File: src/rtl/pwm_multi.sv
// ---------------------------------------------------------------------------
// pwm_multi: multi-channel PWM generator with one shared period counter and
// double-buffered per-channel duty values.
//
// A load strobe captures duty_in into a shadow bank. The shadow bank is copied
// into the active bank only at a period wrap, so a channel never sees a
// partially updated period. The counter advances on the 1 MHz tick_enable
// pulse from the divider. Every channel output and status flag is registered.
//
// Optional build macro:
//   PWM_PHASE_STAGGER_EN  When defined, channel k compares against
//                         (cnt + k*(PERIOD/NUM_CH)) mod PERIOD instead of cnt.
//                         This spreads the rising edges of the channels across
//                         the period.
//
// Parameters:
//   NUM_CH  number of channels (1..8)
//   DUTY_W  duty field width; 2^DUTY_W-1 must be >= PERIOD
//   PERIOD  ticks per PWM period (2..2^DUTY_W-1)
//   CNT_W   counter width, derived from PERIOD as a localparam
//
// Ports:
//   clk           system clock (25 MHz)
//   reset         synchronous, active-high reset
//   tick_enable   one-clk pulse per tick
//   duty_in       packed duties; channel k is at [k*DUTY_W +: DUTY_W]
//   load          one-clk strobe; captures duty_in into the shadow bank
//   out           registered PWM outputs, one bit per channel
//   period_start  one-clk pulse on the edge where the counter wraps to 0
//   pending       high while the shadow bank holds duties not yet applied
// ---------------------------------------------------------------------------
module pwm_multi #(
  parameter int unsigned NUM_CH = 2,
  parameter int unsigned DUTY_W = 7,
  parameter int unsigned PERIOD = 100
) (
  input  logic                     clk,
  input  logic                     reset,
  input  logic                     tick_enable,
  input  logic [NUM_CH*DUTY_W-1:0] duty_in,
  input  logic                     load,
  output logic [NUM_CH-1:0]        out,
  output logic                     period_start,
  output logic                     pending
);

  localparam int unsigned CNT_W = $clog2(PERIOD);

  logic [CNT_W-1:0]              cnt;
  logic [NUM_CH-1:0][DUTY_W-1:0] shadow;
  logic [NUM_CH-1:0][DUTY_W-1:0] active;
  logic                          wrap_c;
  logic [NUM_CH-1:0]             out_nxt_c;

  // The counter wraps on the tick that would otherwise take it to PERIOD.
  assign wrap_c = tick_enable && (cnt == CNT_W'(PERIOD - 1));

`ifdef PWM_PHASE_STAGGER_EN
  localparam int unsigned PH_STEP = PERIOD / NUM_CH;

  // Per-channel phase. cnt + offset is always below 2*PERIOD because the
  // offset is below PERIOD, so a single conditional subtract gives the modulo.
  always_comb begin
    logic [CNT_W:0]   sum;
    logic [CNT_W-1:0] phase;
    out_nxt_c = '0;
    sum       = '0;
    phase     = '0;
    for (int k = 0; k < NUM_CH; k++) begin
      sum   = (CNT_W + 1)'(cnt) + (CNT_W + 1)'(k * PH_STEP);
      phase = (sum >= (CNT_W + 1)'(PERIOD)) ? CNT_W'(sum - (CNT_W + 1)'(PERIOD))
                                             : CNT_W'(sum);
      out_nxt_c[k] = DUTY_W'(phase) < active[k];
    end
  end
`else
  // All channels share cnt, so rising edges coincide at cnt == 0.
  always_comb begin
    out_nxt_c = '0;
    for (int k = 0; k < NUM_CH; k++) begin
      out_nxt_c[k] = DUTY_W'(cnt) < active[k];
    end
  end
`endif

  // Counter, shadow/active banks, pending flag and registered outputs.
  always_ff @(posedge clk) begin
    if (reset) begin
      cnt          <= '0;
      shadow       <= '0;
      active       <= '0;
      pending      <= 1'b0;
      out          <= '0;
      period_start <= 1'b0;
    end else begin
      if (tick_enable) begin
        cnt <= wrap_c ? '0 : cnt + CNT_W'(1);
      end

      period_start <= wrap_c;

      // The wrap applies the shadow contents held before this edge, so a load
      // in the same cycle lands in the shadow bank for the following wrap.
      if (wrap_c && pending) begin
        active <= shadow;
      end

      if (load) begin
        shadow  <= duty_in;
        pending <= 1'b1;
      end else if (wrap_c) begin
        pending <= 1'b0;
      end

      out <= out_nxt_c;
    end
  end

endmodule

File: config.mk
export PLATFORM = sky130hd
export DESIGN_NAME = pwm_multi
export DESIGN_NICKNAME = d
export VERILOG_FILES = /design/src/rtl/pwm_multi.sv
export SDC_FILE = /design/constraint.sdc
export NUM_CORES = 1
export LEC_CHECK = 0
export ABC_AREA = 1
export BUFFER_PORTS_ARGS = -buffer_cell sky130_fd_sc_hd__buf_4
export CAP_MARGIN = 25
export CORE_ASPECT_RATIO = 0.75
export CORE_MARGIN = 2
export CORE_UTILIZATION = 47
export DETAILED_ROUTE_END_ITERATION = 16
export PLACE_DENSITY = 0.77
export SKIP_CTS_REPAIR_TIMING = 1
export SYNTH_ARGS = -nofsm -noshare
export SYNTH_HDL_FRONTEND = slang
export SYNTH_SLANG_ARGS = --single-unit
export TNS_END_PERCENT = 1
File: constraint.sdc
create_clock -name clk -period 1.4 [get_ports clk]
set_clock_uncertainty 0.1 [all_clocks]
set_input_delay 0 -clock clk [delete_from_list [all_inputs] [get_ports clk]]
set_output_delay 0 -clock clk [all_outputs]
set_load 0.01 [all_outputs]
== After elaboration in Yosys (flattened, before gate mapping) ==
Cells that the tools add are included.

* Register bits after elaboration: 39
* Bits of input ports: 18
* Output and inout bits: 4
* Word-level logic and storage cells: 18

* $add $sub $neg: 1
* Magnitude comparators: 2
* Equality and inequality tests: 1
* Mux-type cells: 3
* Reduce and logical (&&, ||, !) cells: 3

{| class="wikitable"
|+ Operators with widths
! operator !! count
|-
| less-than comparator 7 bit || 2
|-
| adder 7 x 1 -> 7 bit, second input constant || 1
|-
| == test 7 bit, second input constant || 1
|-
| two-way mux 7 bit || 1
|-
| logical AND 1 bit || 2
|-
| two-way mux 1 bit || 2
|-
| nonzero test 2 bit || 1
|}

== Logic depth before layout (Yosys ltp) ==
* Depth after elaboration: 4
* Mapped depth: 8
* Gate-level depth less buffers: 7

== Least setup slack after synthesis ==
Ideal clock, no wire load.

* Path type: reg-to-reg
* From: register cnt[1]
* To: register active[1] in the netlist's numbering
* Setup time: 0.064 ns
* Data arrival time: 1.214 ns
* Required time: 1.236 ns
* Slack: 0.022 ns
* Cell stages (with the launch flop): 9
* Path buffers: 1
* Clock period less this slack: 1.378 ns
* Cell sequence: dfxtp_1 -> ha_1 -> nand3_1 -> inv_1 -> nand3_4 -> buf_6 -> nand2_2 -> inv_1 -> nor2_1

* Cells in the longest elaborated chain, start to end: 3

{| class="wikitable"
|+ Ends and longest elaborated chain
! element !! RTL line !! RTL
|-
| start: declaration || 49 || <nowiki>logic [CNT_W-1:0] cnt;</nowiki>
|-
| start signal: assignment || 97 || <nowiki>cnt <= wrap_c ? '0 : cnt + CNT_W'(1);</nowiki>
|-
| == test 7 bit || 56 || <nowiki>assign wrap_c = tick_enable && (cnt == CNT_W'(PERIOD - 1));</nowiki>
|-
| logical AND 1 bit || 56 ||
|-
| logical AND 1 bit || 104 || <nowiki>if (wrap_c && pending) begin</nowiki>
|-
| end signal: assignment || 105 || <nowiki>active <= shadow;</nowiki>
|-
| end: declaration || 51 || <nowiki>logic [NUM_CH-1:0][DUTY_W-1:0] active;</nowiki>
|}

No other way between the ends.
A chain may end at the register's enable or synchronous reset.

== Worst setup path after layout ==
* From: register cnt[1]
* To: register active[0] in the netlist's numbering

Same word-level chain as after synthesis.

==> results_dict.tcl <==
set metrics [dict create \
    outcome "finished, final reports clean" \
    ys_ff_latch 39 \
    dieArea_um2 4620 \
    syn_area_um2 1920 \
    htreeDepth 2 \
    post_dp_cell_area_um2 2180 \
    synth_area_per_cell_um2 7.24 \
    grt_overflow 0 \
    dpl.hpwl_mm 2.82 \
    grt_pass1_vias 1551 \
    drc 0 \
    cts-root-buf "clkbuf_8" \
    pre_cts_ws_ns -0.0638 \
    wire_per_inst_um 11.5 \
    yosys_warnings 0 \
    multiInputGateArea_um2 932 \
    fillerInstances 322 \
    fp.dieW_um 77.8 \
    synth.most_common_cell "inv_1" \
    slew_violations 0 \
    hold_viol_final 0 \
    via_per_inst 4.63 \
    setup_viol 0 \
    p_sw_share_pct 25.1 \
    clk_pin_slew_ns 0.08 \
    register_area_um2 790 \
    synth_area_leaders "dfxtp_1 41%, inv_1 10%, ha_1 8.5%" \
    synth_cells 265 \
    arrival_ns 1.44 \
    rows 20 \
    power_switching_uw 540 \
    ys.flop_type "dfxtp_1" \
    pwr-share-comb_pct 11.5 \
    first_iter_violations 57 \
    grt_pass1_wl_mm 6.80 \
    drive_above_1_share_pct 21.7 \
    ir_drop_uv 593 \
    max_freq_mhz 741 \
    end_kind "flip-flop" \
    hold_class "flip-flop to flip-flop" \
    gp_congestion 0.801 \
    die_y_um 59.3 \
    startpoint_type "flip-flop" \
    tritoncts "built" \
    ant_nets 0 \
    critPathMaxStageDelay_ns 0.37 \
    slowest_stage "dfxtp_2" \
    power_density_nw_per_um2 855 \
    synthDistinctLibCells 21 \
    core_um2 3980 \
    p_leak_nw 1.14 \
    holdPathStages 2 \
    postRouteWirelength_mm 4.22 \
    antenna_found_initial 0 \
    power_mw 2.16 \
    clk-insertion-delay-late_ns 0.29 \
    antenna_cells 0 \
    worstRegToRegCells 7 \
    rsz0062_at_grt "true" \
    crit_chain "ha_4 > nand3_4 > nor2_4 > clkbuf_16 > nand3_1 > nand2_1 > nor2_1" \
    io_buffer_count 21 \
    ys_async_sr_fraction_pct 0 \
    clock_sinks 39 \
    final_nets 344 \
    power.internal_mw 1.62 \
    synth_common_cells "52 x inv_1, 42 x nand2_1, 39 x dfxtp_1" \
    layout_setup_ws_ns 0.0497 \
    final_core_util_pct 63.3 \
    cp.required_ns 1.49 \
    drt_first_pass_iters 4 \
    yosys.area.top_type "dfxtp_1" \
    criticalPathCategory "flip-flop to flip-flop" \
    slew_headroom_pct 81.7 \
    synth-seq-area-share_pct 40.7 \
    max_cap_violations 0 \
    clockPowerShare_pct 34.4 \
    vias 1703 \
    start_util_pct 48.2 \
    final_area_um2 2520 \
    area_delta_synth_final_pct 31.3 \
    worst_pin_slew_ns 0.274 \
    track_usage_pct 19.0 \
    synth_edf_count 0 \
    clockBufferDepth 2 \
    grt_max_degree 31 \
    synth_nets 296 \
    cp_max_fo 8 \
    numCtsBuffers 5 \
    yosysTopAreaCellShare_pct 40.7 \
    timing.final.crit_share_pct 96.5 \
    pin_count 22 \
    fin_crit_ns 1.35 \
    power_frac_seq_pct 54.1 \
]
[cell type report]
class / count / share of cell area [%]
flip-flops and latches: 39 / 31.3
clock buffers: 5 / 2.73
clock inverters: 2 / 0.546
inverters: 53 / 7.89
well taps: 55 / 2.73
multi-input cells: 164 / 37.0
repair buffers: 50 / 17.8
[flip-flops by register name, indices dropped and copies added (netlist names)]
name / cells
active: 14
shadow: 14
out: 2
cnt: 7
pending: 1
period_start: 1
[kinds of logic (layout without fill, tap and decap cells)]
| group | count (synthesis) | after routing | synth area share (%) |
|---|---|---|---|
| AOI/OAI and AO/OA | 42 | 42 | 11.5 |
| xor gates and xnor gates | 2 | 2 | 0.913 |
| adders and majority gates | 13 | 13 | 8.47 |
| buffers and inverters | 63 | 110 | 13.5 |
| DFF | 39 | 39 | 40.7 |
| and+or+nand+nor | 106 | 107 | 25.0 |
[critical path, delay by kind of cell, from the launching register on]
family	cells	cell delay, ns
buffers and inverters	1	0.18
and+or+nand+nor	5	0.43
DFF	1	0.37
adders and majority gates	1	0.17
[worst paths after layout]
check                           slack [ns]                   start                     end
worst max register to register        0.05     cnt[1]$_SDFFE_PP0P_  active[0]$_SDFFE_PP0P_
worst min-delay path                  0.36  shadow[6]$_SDFFE_PP0P_  shadow[6]$_SDFFE_PP0P_
worst min register to register        0.36  shadow[6]$_SDFFE_PP0P_  shadow[6]$_SDFFE_PP0P_
worst max-delay path                  0.05     cnt[1]$_SDFFE_PP0P_  active[0]$_SDFFE_PP0P_
[stage by stage]
stage,TNS [ns],std cells,hold slack (ns)
after floorplan,0,265,-0.0106
after global placement,-0.00477,342,0.126
after detailed placement,-0.543,342,0.137
after CTS,-0.792,349,-0.177
after global routing,-0.0305,368,0.380
final,0,368,0.357
[per-layer routing]
metal	vias to the layer above	global-route usage, %	routed length [um]
li1	914	-	-
met1	744	26.0	2090
met2	39	29.1	1910
met3	6	4.88	190
met4	0	7.65	39
met5	-	0	0
[placed cells by master, fill, tap and decap left out, drive strengths merged]
master / instances
xor2: 2
clkinv: 3
nand2: 54
ha: 13
inv: 52
a21oi: 23
buf: 32
nor2: 33
nand3: 19
o21bai: 2
clkbuf: 6
o21ai: 15
dlygate4sd3: 17
dfxtp: 39
nor3: 1
o211ai: 2
[power by group through the flow]
stage	registers, mW	logic (mW)	clock network [mW]
after global placement	1.19	0.197	0
after global routing	1.17	0.280	0.810
after detailed placement	1.19	0.201	0
final	1.17	0.247	0.742
after floorplan	1.19	0.115	0
after CTS	1.16	0.201	0.761
Note: power is estimated with default switching activity, not from simulation.
